===== src/rtl/zx_kbd_spi_matrix.sv =====
// zx_kbd_spi_matrix: SPI-fed ZX 8x5 key matrix that supplies KD[4:0] for port #FE reads
//   CLK_14MHZ, CPU_RESET (async, active-low)
//   KBD_CS, KBD_CLK, KBD_DI : SPI link from the keyboard controller (asynchronous pads)
//   A_HI : CPU A[15:8]; a zero bit selects that matrix row
//   KD : active-low column data, rows selected by A_HI ANDed together
//   FRAME_OK / FRAME_ERR : one-cycle commit / discard pulses
//   LINK_UP : a valid frame arrived inside the watchdog window
module zx_kbd_spi_matrix #(
  parameter int FRAME_BITS  = 40,
  parameter int SYNC_STAGES = 2,
  parameter int TIMEOUT_W   = 21
) (
  input  logic       CLK_14MHZ,
  input  logic       CPU_RESET,
  input  logic       KBD_CS,
  input  logic       KBD_CLK,
  input  logic       KBD_DI,
  input  logic [7:0] A_HI,
  output logic [4:0] KD,
  output logic       FRAME_OK,
  output logic       FRAME_ERR,
  output logic       LINK_UP
);
  localparam int CW = $clog2(FRAME_BITS + 2);
  localparam logic [CW-1:0] CNT_FULL = CW'(FRAME_BITS);
  localparam logic [CW-1:0] CNT_OVF = CW'(FRAME_BITS + 1);
  localparam logic [TIMEOUT_W-1:0] WD_LAST = {{(TIMEOUT_W-1){1'b1}}, 1'b0};
  typedef enum logic {IDLE, SHIFT} state_t;
  state_t state, state_nx;
  logic [SYNC_STAGES-1:0] cs_sync, clk_sync, di_sync;
  logic cs_s, clk_s, di_s, cs_s_d, clk_s_d;
  logic cs_fall, cs_rise, clk_rise, shift_en, commit, discard, wd_hit;
  logic [FRAME_BITS-1:0] sr, matrix;
  logic [CW-1:0] cnt;
  logic [TIMEOUT_W-1:0] wd;
  assign cs_s = cs_sync[SYNC_STAGES-1];
  assign clk_s = clk_sync[SYNC_STAGES-1];
  assign di_s = di_sync[SYNC_STAGES-1];
  assign cs_fall = ~cs_s & cs_s_d;
  assign cs_rise = cs_s & ~cs_s_d;
  assign clk_rise = clk_s & ~clk_s_d;
  // cs_rise implies cs_s=1, so a bit clocked together with deselect is dropped here
  assign shift_en = (state == SHIFT) & clk_rise & ~cs_s;
  assign commit = (state == SHIFT) & cs_rise & (cnt == CNT_FULL);
  assign discard = (state == SHIFT) & cs_rise & (cnt != CNT_FULL);
  // fires only on the step into all-ones, so the matrix is blanked once
  assign wd_hit = (wd == WD_LAST);
  // CS syncs reset high so coming out of reset never looks like a frame start
  always_ff @(posedge CLK_14MHZ or negedge CPU_RESET)
    if (!CPU_RESET) begin
      cs_sync <= '1;
      clk_sync <= '0;
      di_sync <= '0;
      cs_s_d <= 1'b1;
      clk_s_d <= 1'b0;
    end else begin
      cs_sync <= SYNC_STAGES'({cs_sync, KBD_CS});
      clk_sync <= SYNC_STAGES'({clk_sync, KBD_CLK});
      di_sync <= SYNC_STAGES'({di_sync, KBD_DI});
      cs_s_d <= cs_s;
      clk_s_d <= clk_s;
    end
  always_ff @(posedge CLK_14MHZ or negedge CPU_RESET)
    if (!CPU_RESET) state <= IDLE;
    else state <= state_nx;
  always_comb begin
    state_nx = state;
    if (state == IDLE && cs_fall) state_nx = SHIFT;
    if (state == SHIFT && cs_rise) state_nx = IDLE;
  end
  always_ff @(posedge CLK_14MHZ or negedge CPU_RESET)
    if (!CPU_RESET) begin
      sr <= '0;
      cnt <= '0;
      matrix <= '1;
      wd <= '0;
      FRAME_OK <= 1'b0;
      FRAME_ERR <= 1'b0;
      LINK_UP <= 1'b0;
    end else begin
      FRAME_OK <= commit;
      FRAME_ERR <= discard;
      if (state == IDLE && cs_fall) cnt <= '0;
      else if (shift_en) begin
        sr <= {sr[FRAME_BITS-2:0], di_s};
        cnt <= (cnt == CNT_OVF) ? cnt : cnt + 1'b1;
      end
      if (commit) begin
        matrix <= sr;
        wd <= '0;
        LINK_UP <= 1'b1;
      end else begin
        wd <= (&wd) ? wd : wd + 1'b1;
        if (wd_hit) begin
          matrix <= '1;
          LINK_UP <= 1'b0;
        end
      end
    end
  always_comb begin
    KD = '1;
    for (int r = 0; r < 8; r++) KD = KD & (A_HI[r] ? 5'b11111 : matrix[5*r +: 5]);
  end
endmodule


===== config.mk =====
export PLATFORM = sky130hd
export DESIGN_NAME = zx_kbd_spi_matrix
export DESIGN_NICKNAME = d
export VERILOG_FILES = /design/src/rtl/zx_kbd_spi_matrix.sv
export SDC_FILE = /design/constraint.sdc
export NUM_CORES = 1
export LEC_CHECK = 0
export CORE_MARGIN = 10
export CORE_UTILIZATION = 55
export CTS_BUF_LIST = sky130_fd_sc_hd__clkbuf_2 sky130_fd_sc_hd__clkbuf_4 sky130_fd_sc_hd__clkbuf_8
export CTS_CLUSTER_SIZE = 28
export DETAILED_ROUTE_END_ITERATION = 7
export PLACE_DENSITY = 0.76
export SYNTH_ARGS = -nofsm -noshare
export SYNTH_HDL_FRONTEND = slang
export SYNTH_SLANG_ARGS = --single-unit
export TNS_END_PERCENT = 20

===== constraint.sdc =====
create_clock -name CLK_14MHZ -period 1.9 [get_ports CLK_14MHZ]
set_input_delay 0.19 -clock CLK_14MHZ [delete_from_list [all_inputs] [get_ports CLK_14MHZ]]
set_output_delay 0.19 -clock CLK_14MHZ [all_outputs]
set_load 0.02 [all_outputs]

==> results of run 1 <==
cell type report:
class                           count  area share (%)
Timing Repair Buffer               49            7.65
Tap cell                          129            2.54
Clock inverter                     12            3.50
Multi-Input combinational cell    406            33.8
Inverter                           11           0.649
Sequential cell                   119            47.7
Clock buffer                       20            4.23
what timing repair did:
action                                  CTS  global route
endpoints found under the setup margin    8            11
gates resized for setup                  25            12
pin swaps                                 1             1
hold endpoints to repair                 34             0
hold buffers                              1             0
cloned                                    0             0
cells in the final DEF (no fill, tap or decap), types with 6 or more instances in the layout:
master	count
nand3_1	9
nand2b_1	9
dfstp_2	43
o22ai_1	20
nand4_1	6
dfrtp_1	76
inv_1	10
clkdlybuf4s50_1	14
mux2i_1	12
nor2_1	49
buf_12	7
nand2_1	145
a21oi_1	96
bufinv_16	6
buf_4	22
clkbuf_8	19
flip-flops by register name, summed over array words and instances, names as in the netlist:
name / count
state: 1
clk_sync: 2
wd: 21
FRAME_ERR: 1
FRAME_OK: 1
LINK_UP: 1
sr: 40
di_sync: 2
clk_s_d: 1
cnt: 6
cs_sync: 2
cs_s_d: 1
matrix: 40
how the worst max path moves through the flow:
stage                          start                 end  slack, ns
2_1_floorplan      wd[0]$_DFFE_PN0P_  wd[18]$_DFFE_PN0P_       0.15
3_3_place_gp                 A_HI[2]               KD[4]      -0.10
3_5_place_dp                 A_HI[2]               KD[4]      -0.21
4_1_cts        matrix[7]$_DFFE_PN1P_               KD[2]      -0.02
5_1_grt            wd[2]$_DFFE_PN0P_  wd[13]$_DFFE_PN0P_      -0.08
6_report           wd[2]$_DFFE_PN0P_  wd[19]$_DFFE_PN0P_      0.009
cell usage after synthesis, types with 6 or more instances:
cell      instances  area [µm²]
nand2_1         145         544
a21oi_1          96         480
dfrtp_1          76        1900
nor2_1           50         188
dfstp_2          43        1130
clkbuf_1         20        75.1
o22ai_1          20         125
mux2i_1          12         120
inv_1            10        37.5
nand2b_1          9        56.3
nand3_1           9        45.0
nor4_1            7        43.8
nand4_1           6        37.5
cells by family (layout without fill, tap and decap cells):
group | after synthesis | count (layout) | share of synthesized area [%]
fa+ha+maj | 5 | 5 | 1.18
xor+xnor | 5 | 5 | 0.828
simple gates | 249 | 249 | 20.9
buf+inv | 43 | 92 | 3.27
compound gates | 135 | 135 | 14.2
mux | 12 | 12 | 2.27
flops | 119 | 119 | 57.3
layer usage:
layer	GRT usage (%)	part of all wire [%]
met1	21.8	44
met2	28.3	50
met3	5.61	5.0
met4	5.33	1.1
met5	0	0
power groups by stage:
stage	registers [mW]	logic [mW]	clock network, mW
finish	2.63	0.213	2.80
global route	2.64	0.243	2.97
CTS	2.63	0.215	2.84
detailed placement	2.67	0.212	0
global placement	2.67	0.201	0
floorplan	2.66	0.0874	0
worst max-delay path: stages (launching register included):
cell and delay, ns:
dfrtp_1 0.44, and4_1 0.26, nand4_1 0.34, a2111oi_1 0.56
mux2i_1 0.23
stage by stage:
| stage | hold WS (ns) | power (mW) | setup slack, ns | util, % | instances |
|---|---|---|---|---|---|
| after floorplan | -0.106 | 2.75 | 0.150 | - | 568 |
| after global placement | 0.206 | 2.87 | -0.104 | 62.8 | 713 |
| after detailed placement | 0.209 | 2.88 | -0.211 | 62.8 | 713 |
| after CTS | 0.130 | 5.68 | -0.0189 | 68.3 | 746 |
| after global routing | 0.129 | 5.85 | -0.0832 | 68.5 | 746 |
| final | 0.156 | 5.64 | 0.00932 | 68.5 | 746 |
==> results.ini, run 1 <==
[power]
power_frac_seq_pct = 46.6
power_frac_clock_pct = 49.6
power_frac_comb_pct = 3.8
p_leak_nw = 2.97
power_switching_mw = 1.20
p_int_mw = 4.45
switching_share_pct = 21.2
ir_worst_vdd_mv = 0.623
p_per_area_nw_per_um2 = 887

[worst_hold_path]
hp-class = in -> reg
min_from = KBD_CS
holdPathEnd = cs_sync[0]$_DFF_PN1_
min_delay_path_depth = 1

[sta]
rsz0062_at_grt = yes
setup_viol = 0
slew_headroom_pct = 63.9
worstMarginPinSlew_ns = 0.542
fin_worst_skew_ns = 0.0146
tns_ns = 0
hold_viol = 0
finalCritPeriodShare_pct = 99.5
fmax_ghz = 0.529
finalMaxSlewViolations = 0
period_needed_ns = 1.89

[setup_path]
r2r_cells = 4
crit_type = reg -> reg
crit_path_start_kind = flip-flop
arrival_ns = 2.25
worstPathMaxFanout = 7
r2r_slack_ns = 0.009
r2r-start = wd[2]$_DFFE_PN0P_
reg2reg_to = wd[19]$_DFFE_PN0P_
end_kind = flip-flop
worstPathRequired_ns = 2.26

[yosys]
netlist_area_um2 = 5290
syn_nets = 586
synth_cell_types = 42
synth_edf_count = 0
syn_area_per_cell_um2 = 9.31
ys_ff_latch = 119
yosys_most_used_dff = dfrtp_1
yosysWarnings = 0
async_flop_share_pct = 100
syn_inst = 568
synth_seq_area_share_pct = 57.3

[cts]
cts_root_buffer = clkbuf_8
htree_levels = 4
numClockSinks = 119
post-cts-setup-buffers = 0
cts_buffers = 17
cts_tree = done
clk_pin_slew_ns = 0.07
clock_latency_ns = 0.44
cts_buffer_depth = 2

[routing]
viasPerCell = 5.73
vias = 4274
drc = 0
drt-initial-drc-count = 390
dr.pass1.iters = 6
antenna_left = 0
drt-total-wl_um = 11900
avgRoutedWirePerCell_um = 15.9

[floorplan]
io_pins = 21
dieArea_um2 = 13900
initial_core_util_pct = 56.9
die_x_um = 118
die_h_um = 118
num_rows = 35
core_area_um2 = 9280

[global_routing]
grt_pass1_vias = 4175
grt_max_degree = 62
grt-ovfl-total = 0
grtUsageTotal_pct = 17.5
antenna_found_initial = 0
grt_first_pass_wirelength_um = 20200

[cells_and_area]
regArea_um2 = 3030
fin_nets = 622
fillers = 714
design_area_um2 = 6360
n_antenna_cell = 0
drive_gt1_share_pct = 19.9
multi_input_comb_area_um2 = 2150
syn_to_final_growth_pct = 20.4

[placed_design]
post-dp-hpwl_um = 7740
place.gp.congestion = 0.886
numPortBuffers = 20
placed_area_um2 = 5830

[flow_run]
drv_cap = 0

[run_status]
status = complete, no violations

Power figures use the tool's default switching activity.
==> inputs of run 2 (changes only) <==
- TNS_END_PERCENT: 20 -> not set
==> results.ini, run 2 (synthesized netlist as in run 1, its figures left out) <==
[run_status]
status = complete, no violations

[sta]
finalCritPeriodShare_pct = 95.6
whs_ns = 0.152
slew_headroom_pct = 63.9
finalMaxSlewViolations = 0
worstMarginPinSlew_ns = 0.542
setup_viol = 0
fmax_ghz = 0.551
fin_worst_skew_ns = 0.0159
tns_ns = 0
worst_slack_ns = 0.0841
period_needed_ns = 1.82
hold_viol = 0

[cts]
cts_buffer_depth = 2
htree_levels = 4
clock_latency_ns = 0.45
clk_pin_slew_ns = 0.07
cts_tree = done
cts_root_buffer = clkbuf_8
numClockSinks = 119
cts_buffers = 17

[placed_design]
post-dp-hpwl_um = 7740
dp.cells = 713
place_worst_setup_slack_ns = -0.211
numPortBuffers = 20
placed_area_um2 = 5830
place.gp.congestion = 0.886

[power]
power_switching_mw = 1.19
power_frac_clock_pct = 49.6
p_int_mw = 4.45
ir_worst_vdd_mv = 0.622
switching_share_pct = 21.2
total_power_mw = 5.64
p_leak_nw = 2.98
power_frac_comb_pct = 3.8
p_per_area_nw_per_um2 = 887
power_frac_seq_pct = 46.7

[cells_and_area]
drive_gt1_share_pct = 20.1
layout_common_cells = 145 x nand2_1, 96 x a21oi_1, 76 x dfrtp_1
fin_util_pct = 68.5
n_antenna_cell = 0
syn_to_final_growth_pct = 20.3
fin_cells = 747
fin_nets = 623
reg_top3 = matrix: 40 flops, sr: 40 flops, wd: 21 flops
final_common_cell = nand2_1
design_area_um2 = 6360
fillers = 717

[routing]
dr.pass1.iters = 6
avgRoutedWirePerCell_um = 16.0
antenna_left = 0
drt-total-wl_um = 11900
drt-initial-drc-count = 408
vias = 4244
viasPerCell = 5.68
drc = 0

[floorplan]
initial_core_util_pct = 56.9
io_pins = 21
die_h_um = 118
core_area_um2 = 9280
die_x_um = 118
num_rows = 35
dieArea_um2 = 13900

[setup_path]
crit_type = reg -> reg
worstPathMaxFanout = 7
arrival_ns = 2.17
crit_path_start_kind = flip-flop
worstPathRequired_ns = 2.26
end_kind = flip-flop

[global_routing]
grt_max_degree = 62
grt_first_pass_wirelength_um = 20200
grt_pass1_vias = 4169
antenna_found_initial = 0
grt-ovfl-total = 0
grtUsageTotal_pct = 17.5

[worst_hold_path]
hp-class = in -> reg

[flow_run]
drv_cap = 0

## run 2: worst paths after layout
| kind | from | endpoint | slack, ns | depth (start not counted) |
|---|---|---|---|---|
| max | wd[1]$_DFFE_PN0P_ | wd[12]$_DFFE_PN0P_ | 0.08 | 5 |
| max in group asynchronous | CPU_RESET | matrix[37]$_DFFE_PN1P_ | 0.99 | 3 |
| max reg2reg | wd[1]$_DFFE_PN0P_ | wd[12]$_DFFE_PN0P_ | 0.08 | 5 |
| min in group asynchronous | CPU_RESET | wd[20]$_DFFE_PN0P_ | 0.28 | 2 |
| min reg2reg | di_sync[0]$_DFF_PN0_ | di_sync[1]$_DFF_PN0_ | 0.34 | 0 |
| min | KBD_CS | cs_sync[0]$_DFF_PN1_ | 0.15 | 1 |
## run 2: what timing repair did
| action | 4_1_cts | 5_1_grt |
|---|---|---|
| pin swaps | 1 | 2 |
| buffers inserted | 0 | 1 |
| hold buffers | 1 | 0 |
| setup endpoints to repair | 8 | 11 |
| endpoints found under the hold margin | 34 | 0 |
| gates resized for setup | 26 | 11 |
## run 2: power groups by stage
| stage | Clock (mW) | Sequential [mW] | Combinational [mW] |
|---|---|---|---|
| after global placement | 0 | 2.67 | 0.201 |
| after CTS | 2.84 | 2.63 | 0.215 |
| after global routing | 2.98 | 2.64 | 0.242 |
| final | 2.80 | 2.63 | 0.212 |
| after detailed placement | 0 | 2.67 | 0.212 |
| after floorplan | 0 | 2.66 | 0.0874 |
## run 2: layer usage
metal | global-route usage (%) | share of wire (%) | vias up
li1 | - | - | 2021
met4 | 5.33 | 1.7 | 0
met3 | 5.61 | 5.5 | 25
met5 | 0 | 0 | -
met1 | 21.8 | 43 | 2069
met2 | 28.4 | 50 | 129
## run 2: worst max-delay path: stages, from the launching register on
cell and delay (ns):
dfrtp_1 0.41, ha_1 0.21, nand3_2 0.12, or3_4 0.39, or4_1 0.43, a21oi_1 0.17
## run 2: area by class of cell
type                    instances  area, µm²  share of cell area [%]
repair buffers                 50        488                    7.67
clock inverters                12        223                    3.50
multi-input cells             406       2150                    33.8
clock buffers                  20        269                    4.23
inverters                      11       41.3                   0.649
well taps                     129        161                    2.54
flip-flops and latches        119       3030                    47.7
==> inputs of run 3 (changes only) <==
- REMOVE_ABC_BUFFERS: not set -> 1
==> results.ini, run 3 (synthesized netlist as in run 1, its figures left out) <==
[setup_path]
r2r_cells = 5
cp_cell_sequence = ha_2 -> nand3_2 -> or3_4 -> or4_1 -> a21oi_2
slowest_delay_ns = 0.47
reg2reg_to = wd[12]$_DFFE_PN0P_
worstPathRequired_ns = 2.25
end_kind = flip-flop
r2r_slack_ns = 0.01
crit_path_top_delay_cell = or4_1
crit_path_start_kind = flip-flop
worstPathMaxFanout = 9
arrival_ns = 2.24
r2r-start = wd[1]$_DFFE_PN0P_
crit_type = reg -> reg

[sta]
finalCritPeriodShare_pct = 99.2
fmax_ghz = 0.530
setup_viol = 0
finalMaxSlewViolations = 0
worstMarginPinSlew_ns = 0.479
fin_worst_skew_ns = 0.0147
period_needed_ns = 1.89
slew_headroom_pct = 67.2
hold_viol = 0
worst_slack_ns = 0.0143

[cts]
clk_pin_slew_ns = 0.08
cts_tree = done
cts_buffer_depth = 2
cts_root_buffer = clkbuf_8
numClockSinks = 119
clock_latency_ns = 0.43
cts_buffers = 17
htree_levels = 4

[floorplan]
core_area_um2 = 9280
num_rows = 35
dieArea_um2 = 13900
initial_core_util_pct = 56.9
io_pins = 21
die_h_um = 118
die_x_um = 118

[cells_and_area]
fillers = 706
fin_nets = 627
syn_to_final_growth_pct = 19.7
regArea_um2 = 3030
fin_util_pct = 68.2
drive_gt1_share_pct = 21.4
multi_input_comb_area_um2 = 2180
reg_top3 = matrix: 40 flops, sr: 40 flops, wd: 21 flops
n_antenna_cell = 0
layout_common_cells = 145 x nand2_1, 95 x a21oi_1, 76 x dfrtp_1
final_common_cell = nand2_1

[routing]
antenna_left = 0
avgRoutedWirePerCell_um = 16.4
drt-total-wl_um = 12300
drt-initial-drc-count = 350
drc = 0
viasPerCell = 5.77
dr.pass1.iters = 5
vias = 4325

[global_routing]
antenna_found_initial = 0
grtUsageTotal_pct = 17.6
grt_pass1_vias = 4257
grt_first_pass_wirelength_um = 20400
grt_max_degree = 47
grt-ovfl-total = 0

[power]
p_leak_nw = 2.95
p_per_area_nw_per_um2 = 828
power_frac_clock_pct = 45.6
power_switching_mw = 1.27
ir_worst_vdd_mv = 1.19
p_int_mw = 3.97
power_frac_seq_pct = 50.2
power_frac_comb_pct = 4.2
switching_share_pct = 24.2

[placed_design]
place_worst_setup_slack_ns = -0.272
place.gp.congestion = 0.935
numPortBuffers = 20
post-dp-hpwl_um = 8130

[worst_hold_path]
min_delay_path_depth = 1
min_from = KBD_CS
holdPathEnd = cs_sync[0]$_DFF_PN1_
hp-class = in -> reg

[flow_run]
drv_cap = 0

[run_status]
status = complete, no violations

[run 3: cell count changes in the layout (fill, tap and decap cells not counted), sizes merged]
cell / delta
inv: +2
bufinv: -3
buf: +4
clkinvlp: +3
clkbuf: -3
[run 3: cell type report]
| class | count | share of cell area (%) |
|---|---|---|
| flip-flops and latches | 119 | 47.9 |
| multi-input cells | 406 | 34.4 |
| repair buffers | 54 | 7.99 |
| clock buffers | 17 | 3.70 |
| clock inverters | 14 | 2.79 |
| well taps | 129 | 2.55 |
| inverters | 11 | 0.652 |
[run 3: repair_timing]
item | 4_1_cts | 5_1_grt
gates resized for setup | 34 | 8
setup buffers | 1 | 3
pin swaps | 0 | 0
hold endpoints to repair | 28 | 0
endpoints found under the setup margin | 10 | 8
cloned | 0 | 0
hold buffers | 1 | 0
[run 3: worst max path at each step]
stage                    startpoint            endpoint  slack [ns]
2_1_floorplan  cs_sync[1]$_DFF_PN1_  cnt[4]$_DFFE_PN0P_       -2.09
3_3_place_gp                A_HI[0]               KD[2]       -0.24
3_5_place_dp                A_HI[0]               KD[2]       -0.27
4_1_cts           wd[2]$_DFFE_PN0P_  wd[19]$_DFFE_PN0P_       -0.03
5_1_grt           wd[1]$_DFFE_PN0P_  wd[12]$_DFFE_PN0P_       -0.03
6_report          wd[1]$_DFFE_PN0P_  wd[12]$_DFFE_PN0P_        0.01
[run 3: critical path, delay by kind of cell (launching register included)]
kind / cells / cell delay, ns
compound gates: 1 / 0.20
flops: 1 / 0.39
fa+ha+maj: 1 / 0.22
simple gates: 3 / 0.99
[run 3: through the flow]
step / power, mW / cells / hold WS, ns / TNS [ns] / area, µm²
finish: 5.24 / 750 / 0.167 / 0 / 6330
global route: 5.42 / 750 / 0.170 / -0.0316 / 6330
CTS: 5.27 / 747 / 0.153 / -0.0395 / 6270
detailed placement: 2.89 / 714 / 0.182 / -1.39 / 5830
global placement: 2.88 / 714 / 0.181 / -1.07 / 5830
floorplan: 2.75 / 536 / -0.106 / -182.77 / 5150
[run 3: layer usage]
layer | track usage [%] | routed length [µm] | up-vias
li1 | - | - | 2025
met1 | 21.3 | 5170 | 2115
met2 | 28.3 | 5990 | 144
met3 | 4.75 | 753 | 41
met4 | 9.04 | 423 | 0
met5 | 0 | 0 | -
[run 3: power groups by stage]
stage	Clock, mW	Sequential (mW)	Combinational, mW
global route	2.54	2.64	0.248
detailed placement	0	2.68	0.217
CTS	2.42	2.63	0.223
finish	2.39	2.63	0.220
floorplan	0	2.66	0.0838
global placement	0	2.67	0.207
